### src/rtl/retire_gen_pkg.sv
// Shared definitions for the retire stream generator: opcodes, FSM states
// and the instruction-class table walked by the generator.
package retire_gen_pkg;

   localparam logic [6:0] OP_R      = 7'b0110011;
   localparam logic [6:0] OP_IMM    = 7'b0010011;
   localparam logic [6:0] OP_AUIPC  = 7'b0010111;
   localparam logic [6:0] OP_LUI    = 7'b0110111;
   localparam logic [6:0] OP_BRANCH = 7'b1100011;
   localparam logic [6:0] OP_JAL    = 7'b1101111;
   localparam logic [6:0] OP_JALR   = 7'b1100111;
   localparam logic [6:0] OP_LOAD   = 7'b0000011;
   localparam logic [6:0] OP_STORE  = 7'b0100011;

   localparam logic [31:0] NOP_INSTR   = 32'h00000013;
   localparam logic [3:0]  LAST_IDX    = 4'd8;
   localparam int          NUM_CLASSES = 4;

   typedef enum logic [1:0] {
      ST_IDLE = 2'd0,
      ST_RUN  = 2'd1,
      ST_DONE = 2'd2
   } state_t;

   typedef enum logic [1:0] {
      CLS_ALU    = 2'd0,
      CLS_BRANCH = 2'd1,
      CLS_LOAD   = 2'd2,
      CLS_STORE  = 2'd3
   } class_t;

   function automatic logic [6:0] class_opcode(input logic [3:0] idx);
      logic [6:0] op;
      case (idx)
         4'd0:    op = OP_R;
         4'd1:    op = OP_IMM;
         4'd2:    op = OP_AUIPC;
         4'd3:    op = OP_LUI;
         4'd4:    op = OP_BRANCH;
         4'd5:    op = OP_JAL;
         4'd6:    op = OP_JALR;
         4'd7:    op = OP_LOAD;
         default: op = OP_STORE;
      endcase
      return op;
   endfunction

   function automatic class_t class_of(input logic [3:0] idx);
      class_t cls;
      if (idx <= 4'd3)      cls = CLS_ALU;
      else if (idx <= 4'd6) cls = CLS_BRANCH;
      else if (idx == 4'd7) cls = CLS_LOAD;
      else                  cls = CLS_STORE;
      return cls;
   endfunction

   // A non-zero LFSR never yields all-zero upper bits, so the fix-up below
   // only keeps the "never a NOP" property local to this function.
   function automatic logic [31:0] build_instr(input logic [6:0] op, input logic [15:0] rnd);
      logic [31:0] w;
      w = {rnd[8:0], rnd, op};
      if (w == NOP_INSTR) w[31] = 1'b1;
      return w;
   endfunction

endpackage

### src/rtl/lfsr16.sv
// 16-bit Galois LFSR (taps 16'hB400) with synchronous seed load and advance enable.
module lfsr16 #(
   parameter logic [15:0] RESET_VALUE = 16'hACE1
) (
   input  logic        clk,
   input  logic        reset_n,
   input  logic        load,
   input  logic        en,
   input  logic [15:0] seed,
   output logic [15:0] state
);

   localparam logic [15:0] TAPS = 16'hB400;

   logic [15:0] state_reg;
   logic [15:0] state_next;

   always_comb begin
      state_next = state_reg;
      if (load)
         state_next = seed;
      else if (en)
         state_next = {1'b0, state_reg[15:1]} ^ (state_reg[0] ? TAPS : 16'h0000);
   end

   always_ff @(posedge clk) begin
      if (!reset_n)
         state_reg <= RESET_VALUE;
      else
         state_reg <= state_next;
   end

   assign state = state_reg;

endmodule

### src/rtl/retire_stream_gen.sv
// Drives a synthetic WB-stage retire stream (valid/stall/instr) and keeps
// per-class retirement totals. Define RETIRE_GEN_NOP_EN to insert NOP bubbles.
module retire_stream_gen
   import retire_gen_pkg::*;
#(
   parameter int          NOP_PERIOD        = 8,
   parameter logic [15:0] LFSR_DEFAULT_SEED = 16'hACE1
) (
   input  logic        clk_i,
   input  logic        reset_ni,
   input  logic        start_i,
   input  logic [15:0] num_instr_i,
   input  logic [15:0] stall_seed_i,
   input  logic [3:0]  stall_thresh_i,
   output logic        valid_wb_o,
   output logic        stall_wb_o,
   output logic [31:0] instr_wb_o,
   output logic        busy_o,
   output logic        done_o,
   output logic [31:0] exp_retire_o,
   output logic [31:0] exp_alu_o,
   output logic [31:0] exp_branch_o,
   output logic [31:0] exp_load_o,
   output logic [31:0] exp_store_o
);

`ifdef RETIRE_GEN_NOP_EN
   localparam bit NOP_EN = 1'b1;
`else
   localparam bit NOP_EN = 1'b0;
`endif

   state_t      state_reg, state_next;
   logic [15:0] rem_reg;
   logic [3:0]  thresh_reg;
   logic [3:0]  idx_reg;
   logic [15:0] nop_cnt_reg;
   logic        nop_reg;
   logic        valid_reg;
   logic [31:0] instr_reg;
   logic [31:0] retire_cnt_reg;
   logic [31:0] cls_cnt_reg [NUM_CLASSES];

   logic [15:0] lfsr_state;
   logic [15:0] eff_seed;
   logic        start_fire;
   logic        stall;
   logic        retire;
   logic        real_retire;
   logic        last_retire;
   logic        insert_nop;
   logic [3:0]  idx_adv;
   logic [3:0]  launch_idx;

   assign eff_seed   = (stall_seed_i == 16'h0000) ? LFSR_DEFAULT_SEED : stall_seed_i;
   assign start_fire = (state_reg == ST_IDLE) & start_i;

   lfsr16 #(
      .RESET_VALUE (LFSR_DEFAULT_SEED)
   ) u_lfsr (
      .clk     (clk_i),
      .reset_n (reset_ni),
      .load    (start_fire),
      .en      (state_reg == ST_RUN),
      .seed    (eff_seed),
      .state   (lfsr_state)
   );

   // FSM: state register
   always_ff @(posedge clk_i) begin
      if (!reset_ni)
         state_reg <= ST_IDLE;
      else
         state_reg <= state_next;
   end

   // FSM: next state
   always_comb begin
      state_next = state_reg;
      case (state_reg)
         ST_IDLE: if (start_i) state_next = (num_instr_i == 16'd0) ? ST_DONE : ST_RUN;
         ST_RUN:  if (last_retire) state_next = ST_DONE;
         ST_DONE: state_next = ST_IDLE;
         default: state_next = ST_IDLE;
      endcase
   end

   // FSM: outputs
   always_comb begin
      busy_o     = (state_reg == ST_RUN);
      done_o     = (state_reg == ST_DONE);
      stall_wb_o = (state_reg == ST_RUN) & valid_reg & (lfsr_state[3:0] < thresh_reg);
   end

   assign stall       = stall_wb_o;
   assign retire      = (state_reg == ST_RUN) & valid_reg & ~stall;
   assign real_retire = retire & ~nop_reg;
   assign last_retire = real_retire & (rem_reg == 16'd1);
   assign insert_nop  = NOP_EN & real_retire & ~last_retire
                        & (nop_cnt_reg == 16'(NOP_PERIOD - 1));
   assign idx_adv     = (idx_reg == LAST_IDX) ? 4'd0 : idx_reg + 4'd1;
   // After a NOP retires the class index already points at the next entry.
   assign launch_idx  = nop_reg ? idx_reg : idx_adv;

   always_ff @(posedge clk_i) begin
      if (!reset_ni) begin
         rem_reg        <= '0;
         thresh_reg     <= '0;
         idx_reg        <= '0;
         nop_cnt_reg    <= '0;
         nop_reg        <= 1'b0;
         valid_reg      <= 1'b0;
         instr_reg      <= '0;
         retire_cnt_reg <= '0;
         for (int c = 0; c < NUM_CLASSES; c++) cls_cnt_reg[c] <= '0;
      end else if (start_fire) begin
         rem_reg        <= num_instr_i;
         thresh_reg     <= stall_thresh_i;
         idx_reg        <= '0;
         nop_cnt_reg    <= '0;
         nop_reg        <= 1'b0;
         retire_cnt_reg <= '0;
         for (int c = 0; c < NUM_CLASSES; c++) cls_cnt_reg[c] <= '0;
         valid_reg      <= (num_instr_i != 16'd0);
         instr_reg      <= (num_instr_i != 16'd0) ? build_instr(class_opcode(4'd0), eff_seed) : '0;
      end else if (retire) begin
         nop_reg <= insert_nop;
         if (!nop_reg) begin
            rem_reg                        <= rem_reg - 16'd1;
            idx_reg                        <= idx_adv;
            retire_cnt_reg                 <= retire_cnt_reg + 32'd1;
            cls_cnt_reg[class_of(idx_reg)] <= cls_cnt_reg[class_of(idx_reg)] + 32'd1;
            nop_cnt_reg                    <= insert_nop ? 16'd0 : nop_cnt_reg + 16'd1;
         end
         if (last_retire) begin
            valid_reg <= 1'b0;
            instr_reg <= '0;
         end else if (insert_nop) begin
            instr_reg <= NOP_INSTR;
         end else begin
            instr_reg <= build_instr(class_opcode(launch_idx), lfsr_state);
         end
      end
   end

   assign valid_wb_o   = valid_reg;
   assign instr_wb_o   = instr_reg;
   assign exp_retire_o = retire_cnt_reg;
   assign exp_alu_o    = cls_cnt_reg[CLS_ALU];
   assign exp_branch_o = cls_cnt_reg[CLS_BRANCH];
   assign exp_load_o   = cls_cnt_reg[CLS_LOAD];
   assign exp_store_o  = cls_cnt_reg[CLS_STORE];

endmodule

### config.mk
export PLATFORM = sky130hd
export DESIGN_NAME = retire_stream_gen
export DESIGN_NICKNAME = d
export VERILOG_FILES = /design/src/rtl/retire_gen_pkg.sv /design/src/rtl/lfsr16.sv /design/src/rtl/retire_stream_gen.sv
export SDC_FILE = /design/constraint.sdc
export NUM_CORES = 1
export LEC_CHECK = 0
export CAP_MARGIN = 10
export CORE_ASPECT_RATIO = 0.9
export CORE_UTILIZATION = 40
export CTS_CLUSTER_SIZE = 30
export DETAILED_ROUTE_END_ITERATION = 10
export GPL_TIMING_DRIVEN = 1
export PLACE_DENSITY = 0.68
export SYNTH_ARGS = -nofsm -noshare
export SYNTH_HDL_FRONTEND = slang
export SYNTH_SLANG_ARGS = --single-unit
### constraint.sdc
create_clock -name clk_i -period 3.45 [get_ports clk_i]
set_clock_uncertainty 0.1 [all_clocks]
set_input_delay 0.69 -clock clk_i [delete_from_list [all_inputs] [get_ports clk_i]]
set_output_delay 0.69 -clock clk_i [all_outputs]
set_load 0.02 [all_outputs]
# Word level (Yosys, flattened, before mapping)
# Memory sizes are Yosys's and may differ from the RTL's.
# Index checks and enable logic that the tools add are counted.
[word_totals] reg_bits=107 latch_bits=0 ramBits=128 mem_bits_ro=40 out_inout_bits=196 word_cells=93 memories=2
[classes] add_sub_neg=4 multipliers=0 div=0 magnitude_cmp=3 n_eq_ne=8 shifts=0 n_mux=45 bitwise=12 n_reduce_logical=11
[memory_table] memory="cls_cnt_reg" depth=4 word_bits=32 read_ports=5 rd_clocked_by_memory_dff=0 write_ports=4 line="retire_stream_gen.sv:42" rtl="logic [31:0] cls_cnt_reg [NUM_CLASSES];"
[memory_table] memory="(name not given)" depth=8 word_bits=5 read_ports=1 rd_clocked_by_memory_dff=0 write_ports=0 line="retire_gen_pkg.sv:34" rtl="case (idx)"
[ops] cell="$mux 32" n=9
[ops] cell="$mux 16" n=6
[ops] cell="$add 32x1->32 const B" n=2
[ops] cell="$mux 7" n=5
[ops] cell="$eq 32x5->1 const B" n=1
[ops] cell="$logic_not 16->1" n=2
[ops] cell="$reduce_or 32->1" n=1
[ops] cell="$mux 2" n=9
[ops] cell="$eq 16x1->1 const B" n=1
[ops] cell="$reduce_bool 16->1" n=1
[ops] cell="$sub 16x1->16 const B" n=1
[ops] cell="$xor 15x16->16" n=1
[ops] cell="$mux 1" n=14
[ops] cell="$reduce_bool 2->1" n=3
[ops] cell="$and 1x1->1" n=5
[ops] cell="$add 4x1->4 const B" n=1
[ops] cell="$eq 4x3->1 const B" n=1
[ops] cell="$eq 4x4->1 const B" n=1
[ops] cell="$le 4x2->1 const B" n=1
[ops] cell="$le 4x3->1 const B" n=1
[ops] cell="$lt 4x4->1" n=1
[ops] cell="$mux 4" n=1
[ops] cell="$or 1x1->1" n=4
[ops] cell="$pmux 2 s2" n=1
[ops] cell="8 further kinds" n=10

# Depth between registers and ports, before layout
# Gate-level depths: netlist of the first run.
[logic_depth] depth_word=15 ltp_mapped=14 depth_no_buf=11

# Cells and area by module
# Synthesis of the first run repeated with hierarchy kept, for this count alone.
[hier_totals] cells_unflattened=1161 hier_area_um2=11248.3
[by_module_without_submodules] mod="retire_stream_gen" n_inst=1 cells_each=1085 area_each_um2=10416.2 seq_area_each_um2=5485.3
[by_module_without_submodules] mod="lfsr16" n_inst=1 cells_each=76 area_each_um2=832.0 seq_area_each_um2=320.3

# Worst setup path after synthesis of the first run
# OpenSTA, ideal clock, no wires.
[synth_path] path_kind="reg2reg" from="register idx_reg[1]" to="memory cls_cnt_reg[1][0] (enable)" setup_ps=389 t_arrival_ps=2872 t_required_ps=2961 path_slack_ps=88 stages_incl_launch_ff=9 period_less_slack_ps=3362 path_cell_list="dfxtp_1 ha_1 and3b_1 nor2_1 clkbuf_1 buf_2 nand4_1 clkbuf_1 nand2_1"
[synth_rtl] element="from (decl)" line="retire_stream_gen.sv:36" rtl="logic [3:0] idx_reg;"
[synth_rtl] element="from (signal assigned)" line="retire_stream_gen.sv:130" rtl="idx_reg <= idx_adv;"
[synth_rtl] element="to (decl)" line="retire_stream_gen.sv:42"

==> impl_summary.log, run 1 <==
[metrics] root buffer selected by CTS: sky130_fd_sc_hd__clkbuf_16
[metrics] register-to-register setup slack: 0.12 ns
[metrics] hold path startpoint: thresh_reg[3]
[metrics] RSZ-0062 raised after global routing: true
[metrics] IR Drop Worst-Case VDD: 0.000332 V
[metrics] Worst Setup End Kind: flip-flop
[metrics] Skew-Pair Late Insertion Delay: 0.53 ns
[metrics] Antenna Diode Count: 0
[metrics] Post-Place Cells: 1720
[metrics] number of cells in the finished layout apart from fillers: 1769
[metrics] Synth Flop Type: sky130_fd_sc_hd__edfxtp_1
[metrics] Hold Path Stages: 2
[metrics] remaining global-route overflow: 0
[metrics] #FFs+latches synth: 226
[metrics] average detailed-routed wire length per instance: 19.2 um
[metrics] min setup slack post-route: 0.123 ns
[metrics] hold slack final: 0.355 ns
[metrics] die boundary height: 158 um
[metrics] footprint of the flip-flops and latches: 5810 um2
[metrics] CTS H-tree depth: 1
[metrics] via/cell ratio: 5.73
[metrics] number of nets in the layout: 1453
[metrics] starting DRC count in detailed routing: 976
[metrics] clock tree from TritonCTS: done
[metrics] max_slew headroom: 20.6%
[metrics] via count: 10100
[metrics] total of buffers placed on input and output ports: 234
[metrics] share of async-settable or async-resettable flops after synthesis: 0%
[metrics] fraction of final layout cells with drive strength greater than 1: 11.9%
[metrics] most instantiated cells after synthesis: sky130_fd_sc_hd__nor2_1, sky130_fd_sc_hd__nand2_1, sky130_fd_sc_hd__edfxtp_1, sky130_fd_sc_hd__a21oi_1, sky130_fd_sc_hd__dfxtp_1
[metrics] clock tree sinks: 226
[metrics] slowest CP cell: sky130_fd_sc_hd__or4_1
[metrics] reported max-cap violation count: 0
[metrics] average footprint of a synthesized cell: 9.50 um2
[metrics] filler instances: 2315
[metrics] Final Hold Viols: 0
[metrics] routing usage on met1: 33.5%
[metrics] CTS clock-pin slew for the worst setup and hold paths: 0.06 ns
[metrics] P&R area growth vs syn: 37.0%
[metrics] Starting Density: 41.2%
[metrics] sequential area share after synthesis: 53.5%
[metrics] series of cell instances along the critical path: buf_4 > ha_1 > nand2b_1 > or3_1 > buf_12 > o22ai_1 > a31o_2 > nor4_4 > nand4_1 > buf_12 > or4_1 > a21oi_1
[metrics] syn nets: 1194
[metrics] maximum fanout along the worst path: 16
[metrics] crit path time final: 3.33 ns
[metrics] required time worst endpoint: 3.71 ns
[metrics] Reg2Reg Depth: 12
[metrics] launching point of the worst reg2reg path: idx_reg[0]
[metrics] count of flip-flops with a built-in enable after synthesis: 128
[metrics] cell type contributing the most total cell area after synthesis: sky130_fd_sc_hd__edfxtp_1
[metrics] Power Dens Cells: 460 nW/um2
[metrics] unique cell type count in the Yosys netlist: 60
[metrics] most frequent cell after synthesis: sky130_fd_sc_hd__nor2_1
[metrics] arrival time of the worst setup path: 3.59 ns
[metrics] number of remaining DRC errors: 0
[metrics] result of the run: completed
[metrics] end of the worst hold path: thresh_reg[3]
[metrics] remaining number of nets flagged by the antenna check after routing: 0
[metrics] met2 Usage GRT: 37.5%
[metrics] share of the clock period used by the worst path: 96.4%
[metrics] total of endpoints with negative setup slack in the final report: 0
[metrics] number of instances in the synthesized netlist: 1143
[metrics] Die X: 176 um
[metrics] Max Fclk: 301 MHz
[metrics] area share of the largest cell type after synthesis: 35.4%
[metrics] most crowded layer after global routing: met2
[metrics] Total Routing Usage GR: 23.9%
[metrics] Setup TNS Final: 0 ns
[metrics] final HPWL from detailed placement: 23.7 mm
[metrics] wire length of the first global-routing pass: 52.7 mm
[metrics] vias in the first global route: 9473
[metrics] Synth Warn #: 0
[metrics] most frequent cell on the critical path: sky130_fd_sc_hd__buf_12
[metrics] type of origin of the critical path: flip-flop
[metrics] antenna violations before repair: 0
[metrics] number of max-slew violations in the final report: 0
[metrics] maximum number of pins on one net before global-route repair: 38
[metrics] total clock buffers created by CTS: 25
[metrics] worst-case setup slack after placement: -0.110 ns
[metrics] met3 global-route usage: 4.27%
[metrics] synth top area cells: sky130_fd_sc_hd__edfxtp_1, sky130_fd_sc_hd__dfxtp_1, sky130_fd_sc_hd__nor2_1
[metrics] Setup Crit Path Kind: reg -> reg
[metrics] number of iterations in the first detailed-routing pass: 5
[metrics] die footprint: 27800 um2
[metrics] summed instance area of the synthesized netlist: 10900 um2
[metrics] I/O pin total: 235
[metrics] Floorplan Core Area: 26300 um2
[metrics] Final Total Pwr: 6.85 mW
[metrics] area occupied by multi-input gates: 4740 um2
[metrics] leakage component of the power: 5.22 nW
[metrics] total wire length after detailed routing: 34.0 mm
[metrics] flip-flop count of the largest register after layout: 128
[metrics] RD Place Congestion: 0.894
[metrics] cell row count: 56
[metrics] Hold Crit Class: reg -> reg
[metrics] slowest cell delay on critical path: 0.54 ns
[metrics] Worst Max-Slew Pin Slew: 1.19 ns
[metrics] clock tree buffer depth: 3
[metrics] reg-to-reg critical path endpoint: cls_cnt_reg[0][25]
worst max-delay path: cells and delay by family (launching register included):
| kind | cells | cell delay [ns] |
|---|---|---|
| buffers and inverters | 3 | 0.49 |
| AND/OR/NAND/NOR | 5 | 1.37 |
| flip-flops | 1 | 0.31 |
| adder cells (fa/ha/maj) | 1 | 0.27 |
| AO/OA/AOI/OAI | 3 | 0.58 |
layout by cell type (no fill, tap or decap), drive strengths merged, types with 5 or more instances in the layout:
master / count
edfxtp: 128
a222oi: 7
and3: 8
nor4: 34
a21o: 5
a21oi: 101
clkbuf: 32
a31oi: 22
dfxtp: 98
clkdlybuf4s50: 233
o221ai: 6
nand4: 15
inv: 21
and4: 5
or3: 6
o22ai: 34
nor2: 177
a211oi: 5
ha: 12
a31o: 13
o21ai: 51
o31ai: 11
buf: 75
nor3: 29
xor2: 18
nand3: 28
nand2: 135
clkinv: 12
or4: 16
a221oi: 13
xnor2: 36
through the flow:
step	utilization (%)	area, um2
floorplan	-	10900
global placement	52.7	13900
detailed placement	52.7	13900
CTS	55.9	14700
global route	56.5	14900
finish	56.5	14900
area by class of cell:
class | instances | area share [%]
clock inverters | 15 | 0.841
inverters | 21 | 0.530
well taps | 348 | 2.93
clock buffers | 31 | 4.63
flip-flops and latches | 226 | 39.0
multi-input cells | 818 | 31.9
repair buffers | 310 | 20.2
how the worst max path moves through the flow:
| stage | start | endpoint | slack [ns] | depth (start not counted) |
|---|---|---|---|---|
| global route | idx_reg[0] | cls_cnt_reg[0][22] | -0.04 | 12 |
| global placement | idx_reg[0] | cls_cnt_reg[2][28] | 0.02 | 12 |
| finish | idx_reg[0] | cls_cnt_reg[0][25] | 0.12 | 12 |
| floorplan | idx_reg[1] | cls_cnt_reg[1][0] | 0.09 | 8 |
| CTS | idx_reg[0] | cls_cnt_reg[2][25] | 0.0007 | 12 |
| detailed placement | idx_reg[0] | cls_cnt_reg[3][28] | -0.11 | 12 |
kinds of logic after synthesis:
family	Yosys count	share of synthesized area [%]
XOR/XNOR	54	4.36
buffers and inverters	99	4.02
adder cells (fa/ha/maj)	12	1.38
AO/OA/AOI/OAI	278	16.0
flip-flops	226	53.5
AND/OR/NAND/NOR	470	20.4
multiplexers	4	0.392
per-layer routing:
metal | up-vias | routed length (um) | part of all wire [%]
met2 | 485 | 15400 | 45
li1 | 4718 | - | -
met5 | - | 0 | 0
met4 | 0 | 943 | 2.8
met3 | 65 | 3010 | 8.8
met1 | 4869 | 14700 | 43
repair_timing:
item	CTS	global route
cloned	0	1
setup buffers	1	1
endpoints found under the setup margin	11	66
resized for setup	2	24
hold buffers	0	0
pin swaps	1	4
where the power goes:
group	internal (mW)	total [mW]	switching, mW
combinational	0.461	1.08	0.617
sequential	3.00	3.13	0.131
clock	1.56	2.64	1.08
(Power assumes the default switching activity.)
==> run 2, diff against run 1 <==
- CORE_MARGIN: not set -> 3
- CTS_CLUSTER_DIAMETER: not set -> 150
==> impl_summary.log, run 2 (synthesized netlist as in run 1, its figures left out) <==
[metrics] clock tree from TritonCTS: done
[metrics] filler instances: 2367 (+2.2%)
[metrics] worst-case setup slack after placement: -0.0346 ns (+0.0750 ns)
[metrics] P&R area growth vs syn: 33.6%
[metrics] share of the clock period used by the worst path: 97.5% (+1.1 points)
[metrics] combinational share of power: 19.1% (+3.4 points)
[metrics] number of iterations in the first detailed-routing pass: 6 (+1)
[metrics] clock tree sinks: 226 (unchanged)
[metrics] antenna violations before repair: 0 (unchanged)
[metrics] Setup Crit Path Kind: reg -> reg
[metrics] maximum fanout along the worst path: 13 (-3)
[metrics] Total Routing Usage GR: 21.8% (-2.2 points)
[metrics] Switch Pwr: 1.62 mW (-11%)
[metrics] result of the run: completed
[metrics] wire length of the first global-routing pass: 51.6 mm (-2.0%)
[metrics] total of buffers placed on input and output ports: 234 (unchanged)
[metrics] Power Dens Cells: 392 nW/um2 (-15%)
[metrics] power share of the sequential group: 54.9% (+9.2 points)
[metrics] clock tree buffer depth: 3 (unchanged)
[metrics] arrival time of the worst setup path: 3.59 ns (about the same)
[metrics] maximum number of pins on one net before global-route repair: 38 (unchanged)
[metrics] RD Place Congestion: 0.868 (-3.0%)
[metrics] Hold Crit Class: reg -> reg
[metrics] required time worst endpoint: 3.67 ns (-0.04 ns)
[metrics] crit path time final: 3.36 ns (+0.0374 ns)
[metrics] Post-Place Cells: 1707 (-0.76%)
[metrics] Switching Share: 28.5% (+1.8 points)
[metrics] die footprint: 29200 um2 (+4.9%)
[metrics] leakage component of the power: 5.03 nW (-3.5%)
[metrics] relative contribution of the clock network to total power: 26.0% (-13 points)
[metrics] remaining number of nets flagged by the antenna check after routing: 0 (unchanged)
[metrics] most common cell after layout, fill and taps aside: sky130_fd_sc_hd__clkdlybuf4s50_1
[metrics] Max Fclk: 297 MHz (-1.1%)
[metrics] Antenna Diode Count: 0 (unchanged)
[metrics] starting DRC count in detailed routing: 1053 (+7.9%)
[metrics] number of remaining DRC errors: 0 (unchanged)
[metrics] number of max-slew violations in the final report: 0 (unchanged)
[metrics] total of endpoints with negative setup slack in the final report: 0 (unchanged)
[metrics] type of origin of the critical path: flip-flop
[metrics] vias in the first global route: 9092 (-4.0%)
[metrics] area occupied by multi-input gates: 4790 um2 (+0.98%)
[metrics] Starting Density: 41.1% (-0.11 points)
[metrics] number of cells in the finished layout apart from fillers: 1737 (-1.8%)
[metrics] reported max-cap violation count: 0 (unchanged)
[metrics] Final Hold Viols: 0 (unchanged)
[metrics] min setup slack post-route: 0.0852 ns (-0.0374 ns)
[metrics] register-to-register setup slack: 0.09 ns (-0.04 ns)
[metrics] fraction of final layout cells with drive strength greater than 1: 10.3% (-1.6 points)
[metrics] Int Power: 4.07 mW (-19%)
[metrics] Final Total Pwr: 5.69 mW (-17%)
[metrics] max_slew headroom: 19.0% (-1.7 points)
[metrics] CTS H-tree depth: 1 (unchanged)
[metrics] commonest cells after routing, fill and taps aside: sky130_fd_sc_hd__clkdlybuf4s50_1, sky130_fd_sc_hd__nor2_1, sky130_fd_sc_hd__nand2_1
[metrics] Floorplan Core Area: 26400 um2 (+0.27%)
[metrics] via count: 9986 (-1.5%)
[metrics] Die X: 180 um (+2.3%)
[metrics] average detailed-routed wire length per instance: 20.0 um (+3.8%)
[metrics] total wire length after detailed routing: 34.7 mm (+1.9%)
[metrics] total clock buffers created by CTS: 11 (-56%)
[metrics] Worst Max-Slew Pin Slew: 1.22 ns (+0.0250 ns)
[metrics] Worst Setup End Kind: flip-flop
[metrics] CTS clock-pin slew for the worst setup and hold paths: 0.12 ns (+0.06 ns)
[metrics] I/O pin total: 235 (unchanged)
[metrics] cell row count: 56 (unchanged)
[metrics] number of nets in the layout: 1436 (-1.2%)
[metrics] remaining global-route overflow: 0 (unchanged)
[metrics] hold-fix buffer count after cts: 0 (unchanged)
[metrics] final HPWL from detailed placement: 23.7 mm (about the same)
[metrics] root buffer selected by CTS: sky130_fd_sc_hd__clkbuf_16
[metrics] die boundary height: 162 um (+2.5%)
[metrics] footprint of the flip-flops and latches: 5810 um2 (about the same)
[metrics] IR Drop Worst-Case VDD: 0.000307 V (-7.4%)
[metrics] Skew-Pair Late Insertion Delay: 0.48 ns (-0.05 ns)
[metrics] flip-flop count of the largest register after layout: 128 (unchanged)
[metrics] via/cell ratio: 5.75 (+0.33%)
[run 2: cell count changes in the layout (fill, tap and decap cells not counted), moves of 4 or more]
cell and delta:
sky130_fd_sc_hd__buf_12 +6, sky130_fd_sc_hd__clkbuf_8 -4, sky130_fd_sc_hd__clkbuf_16 -12, sky130_fd_sc_hd__buf_4 -10
sky130_fd_sc_hd__clkinv_1 -8, sky130_fd_sc_hd__nor3_2 +6, sky130_fd_sc_hd__o31ai_2 -5, sky130_fd_sc_hd__nor3_1 -6
[run 2: critical path, cell delays in order, from the launching register on]
cell and delay [ns]:
sky130_fd_sc_hd__dfxtp_2 0.36, sky130_fd_sc_hd__ha_2 0.19, sky130_fd_sc_hd__buf_4 0.16, sky130_fd_sc_hd__nand2b_1 0.11, sky130_fd_sc_hd__or3_4 0.18, sky130_fd_sc_hd__buf_12 0.15
sky130_fd_sc_hd__o22ai_1 0.11, sky130_fd_sc_hd__a31o_4 0.26, sky130_fd_sc_hd__nor4_4 0.35, sky130_fd_sc_hd__nand4_1 0.13, sky130_fd_sc_hd__buf_4 0.18, sky130_fd_sc_hd__buf_12 0.13
sky130_fd_sc_hd__buf_4 0.19, sky130_fd_sc_hd__o31a_1 0.40, sky130_fd_sc_hd__nor3_2 0.19
[run 2: through the flow]
step	cell area [um2]	utilization [%]	hold WS [ns]	TNS, ns
after floorplan	10900	-	0.336	0
after global placement	13800	52.4	0.344	0
after detailed placement	13800	52.4	0.348	-0.116
after CTS	14200	53.7	0.365	0
after global routing	14500	54.9	0.388	-0.0856
final	14500	54.9	0.366	0
[run 2: area by class of cell]
| class | count | share of cell area [%] |
|---|---|---|
| inverters | 21 | 0.543 |
| flip-flops and latches | 226 | 40.0 |
| multi-input cells | 818 | 33.0 |
| well taps | 348 | 3.00 |
| clock buffers | 16 | 2.03 |
| repair buffers | 307 | 21.3 |
| clock inverters | 1 | 0.112 |
[run 2: repair_timing]
item,in CTS,in global routing
gates cloned,0,3
buffers inserted,2,8
setup endpoints to repair,35,85
resized for setup,4,30
pin swaps,4,8
[run 2: worst paths after layout]
path / startpoint / endpoint / cells after the start
max: idx_reg[1] / cls_cnt_reg[3][27] / 14
min: thresh_reg[2] / thresh_reg[2] / 2
min reg2reg: thresh_reg[2] / thresh_reg[2] / 2
max reg2reg: idx_reg[1] / cls_cnt_reg[3][27] / 14
[run 2: metal layers]
metal	share of wire, %	vias to the layer above	track usage (%)
li1	-	4665	-
met2	45	479	34.3
met3	8.5	58	3.56
met4	2.6	0	6.08
met1	44	4784	31.3
met5	0	-	0
[run 2: power by group through the flow]
| stage | Clock (mW) | Sequential, mW | Combinational (mW) |
|---|---|---|---|
| 3_3_place_gp | 0 | 3.18 | 1.05 |
| 5_1_grt | 1.59 | 3.14 | 1.16 |
| 2_1_floorplan | 0 | 3.29 | 0.452 |
| 4_1_cts | 1.50 | 3.12 | 1.07 |
| 6_report | 1.48 | 3.13 | 1.09 |
| 3_5_place_dp | 0 | 3.19 | 1.06 |
==> run 3, diff against run 2 <==
- CORE_MARGIN: 3 -> 5
==> impl_summary.log, run 3 (synthesized netlist as in run 1, its figures left out) <==
[metrics] relative contribution of the clock network to total power: 26.0% (about the same)
[metrics] post-route cell area: 14400 um2 (-0.62%)
[metrics] antenna violations before repair: 0 (unchanged)
[metrics] Switching Share: 28.4% (-0.054 points)
[metrics] reg-to-reg critical path endpoint: cls_cnt_reg[0][31]
[metrics] Reg2Reg Depth: 13 (-1)
[metrics] Worst Max-Slew Pin Slew: 1.04 ns (-0.174 ns)
[metrics] Setup Crit Path Kind: reg -> reg
[metrics] final standard cell utilization of the core: 53.6% (-1.3 points)
[metrics] CTS H-tree depth: 1 (unchanged)
[metrics] remaining number of nets flagged by the antenna check after routing: 0 (unchanged)
[metrics] starting DRC count in detailed routing: 881 (-16%)
[metrics] cell row count: 57 (+1.8%)
[metrics] fraction of final layout cells with drive strength greater than 1: 10.3% (+0.045 points)
[metrics] result of the run: completed
[metrics] clock tree from TritonCTS: done
[metrics] most common cell after layout, fill and taps aside: sky130_fd_sc_hd__clkdlybuf4s50_1
[metrics] number of max-slew violations in the final report: 0 (unchanged)
[metrics] number of remaining DRC errors: 0 (unchanged)
[metrics] die footprint: 30500 um2 (+4.7%)
[metrics] I/O pin total: 235 (unchanged)
[metrics] RD Place Congestion: 0.842 (-3.0%)
[metrics] total clock buffers created by CTS: 11 (unchanged)
[metrics] Hold Path Stages: 2 (unchanged)
[metrics] hold-fix buffer count after cts: 0 (unchanged)
[metrics] clock tree buffer depth: 3 (unchanged)
[metrics] Power Dens Cells: 395 nW/um2 (+0.60%)
[metrics] via/cell ratio: 5.68 (-1.2%)
[metrics] Floorplan Core Area: 26900 um2 (+1.8%)
[metrics] share of the clock period used by the worst path: 95.2% (-2.3 points)
[metrics] vias in the first global route: 9553 (+5.1%)
[metrics] maximum number of pins on one net before global-route repair: 38 (unchanged)
[metrics] power share of the sequential group: 55.0% (about the same)
[metrics] Antenna Diode Count: 0 (unchanged)
[metrics] die boundary height: 166 um (+2.5%)
[metrics] instance area after placement: 13800 um2 (unchanged)
[metrics] Int Power: 4.07 mW (about the same)
[metrics] commonest cells after routing, fill and taps aside: sky130_fd_sc_hd__clkdlybuf4s50_1, sky130_fd_sc_hd__nor2_1, sky130_fd_sc_hd__nand2_1
[metrics] hold path startpoint: thresh_reg[0]
[metrics] total of buffers placed on input and output ports: 234 (unchanged)
[metrics] root buffer selected by CTS: sky130_fd_sc_hd__clkbuf_16
[metrics] average detailed-routed wire length per instance: 19.9 um (-0.61%)
[metrics] beginning of the critical path: idx_reg[0]
[metrics] Switch Pwr: 1.62 mW (-0.21%)
[metrics] RSZ-0062 raised after global routing: false
[metrics] leakage component of the power: 4.96 nW (-1.5%)
[metrics] launching point of the worst reg2reg path: idx_reg[0]
[metrics] final HPWL from detailed placement: 24.3 mm (+2.6%)
[metrics] maximum fanout along the worst path: 11 (-2)
[metrics] clock tree sinks: 226 (unchanged)
[metrics] max_slew headroom: 30.3% (+11 points)
[metrics] register-to-register setup slack: 0.17 ns (+0.08 ns)
[metrics] Total Routing Usage GR: 21.6% (-0.15 points)
[metrics] crit path time final: 3.28 ns (-0.0803 ns)
[metrics] number of nets in the layout: 1430 (-0.42%)
[metrics] wire length of the first global-routing pass: 54.0 mm (+4.5%)
[metrics] reported max-cap violation count: 0 (unchanged)
[metrics] Final Hold Viols: 0 (unchanged)
[metrics] required time worst endpoint: 3.57 ns (-0.10 ns)
[metrics] Hold Crit Class: reg -> reg
[metrics] flip-flop count of the largest register after layout: 128 (unchanged)
[metrics] combinational share of power: 19.0% (about the same)
[metrics] CTS clock-pin slew for the worst setup and hold paths: 0.12 ns (about the same)
[metrics] number of iterations in the first detailed-routing pass: 6 (unchanged)
[metrics] Starting Density: 40.4% (-0.72 points)
[metrics] remaining global-route overflow: 0 (unchanged)
[metrics] total wire length after detailed routing: 34.5 mm (-0.61%)
[metrics] Worst Setup End Kind: flip-flop
[metrics] Skew-Pair Late Insertion Delay: 0.48 ns (about the same)
[metrics] IR Drop Worst-Case VDD: 0.000291 V (-5.4%)
[metrics] total of endpoints with negative setup slack in the final report: 0 (unchanged)
[metrics] Die X: 184 um (+2.2%)
[metrics] arrival time of the worst setup path: 3.41 ns (-0.18 ns)
[metrics] end of the worst hold path: thresh_reg[0]
[metrics] P&R area growth vs syn: 32.8%
[metrics] type of origin of the critical path: flip-flop
[metrics] via count: 9865 (-1.2%)
[metrics] Max Fclk: 304 MHz (+2.4%)
-- run 3: changes by cell type in the layout (fill, tap and decap cells not counted), sizes merged --
cell and delta:
dlygate4sd2 +1, buf -6, dlymetal6s2s -1
-- run 3: worst max-delay path by stage --
| stage | slack [ns] | to |
|---|---|---|
| final | 0.17 | cls_cnt_reg[0][31] |
| after global routing | 0.03 | cls_cnt_reg[2][16] |
| after CTS | 0.02 | cls_cnt_reg[2][19] |
| after detailed placement | -0.05 | cls_cnt_reg[2][28] |
| after global placement | 0.14 | cls_cnt_reg[0][21] |
| after floorplan | 0.09 | cls_cnt_reg[1][0] |
-- run 3: final cells by class --
| type | instances | area [um2] |
|---|---|---|
| fill | 2396 | 12500 |
| multi-input combinational | 818 | 4790 |
| clock buffer | 16 | 294 |
| sequential | 226 | 5810 |
| inverter | 21 | 78.8 |
| clock inverter | 1 | 16.3 |
| timing repair buffer | 301 | 2980 |
| tap | 354 | 443 |
-- run 3: repair_timing --
| item | in CTS | in global routing |
|---|---|---|
| gates resized for setup | 5 | 29 |
| gates cloned | 0 | 3 |
| pin swaps | 2 | 4 |
| setup buffers | 1 | 1 |
| setup endpoints to repair | 11 | 73 |
-- run 3: worst max-delay path, cell delays in order, from the launching register on --
cell and delay (ns):
sky130_fd_sc_hd__dfxtp_2 0.36, sky130_fd_sc_hd__inv_1 0.07, sky130_fd_sc_hd__ha_2 0.21, sky130_fd_sc_hd__nand3b_4 0.18, sky130_fd_sc_hd__a21oi_4 0.20, sky130_fd_sc_hd__buf_12 0.16
sky130_fd_sc_hd__buf_4 0.18, sky130_fd_sc_hd__mux2_2 0.37, sky130_fd_sc_hd__a222oi_1 0.31, sky130_fd_sc_hd__buf_4 0.21, sky130_fd_sc_hd__and3b_1 0.19, sky130_fd_sc_hd__nand3_1 0.15
sky130_fd_sc_hd__o31a_1 0.27, sky130_fd_sc_hd__nor3_1 0.07
-- run 3: through the flow --
stage / setup TNS (ns) / instances / power [mW] / setup slack, ns / hold WS [ns]
2_1_floorplan: 0 / 1143 / 3.74 / 0.0883 / 0.336
3_3_place_gp: 0 / 1715 / 4.24 / 0.136 / 0.346
3_5_place_dp: -0.0761 / 1715 / 4.25 / -0.0538 / 0.352
4_1_cts: 0 / 1733 / 5.71 / 0.0195 / 0.369
5_1_grt: 0 / 1737 / 5.92 / 0.0250 / 0.404
6_report: 0 / 1737 / 5.69 / 0.166 / 0.367
-- run 3: power by group through the flow --
| stage | registers [mW] | clock network [mW] | logic [mW] |
|---|---|---|---|
| 3_5_place_dp | 3.19 | 0 | 1.06 |
| 6_report | 3.13 | 1.48 | 1.08 |
| 4_1_cts | 3.13 | 1.52 | 1.07 |
| 5_1_grt | 3.15 | 1.61 | 1.17 |
| 3_3_place_gp | 3.19 | 0 | 1.05 |
| 2_1_floorplan | 3.29 | 0 | 0.452 |
-- run 3: routing by layer --
metal	track usage (%)	wire, um	vias up
met4	5.80	1020	0
met2	34.1	15400	451
li1	-	-	4654
met5	0.320	0	-
met3	4.62	3030	62
met1	30.2	15000	4698
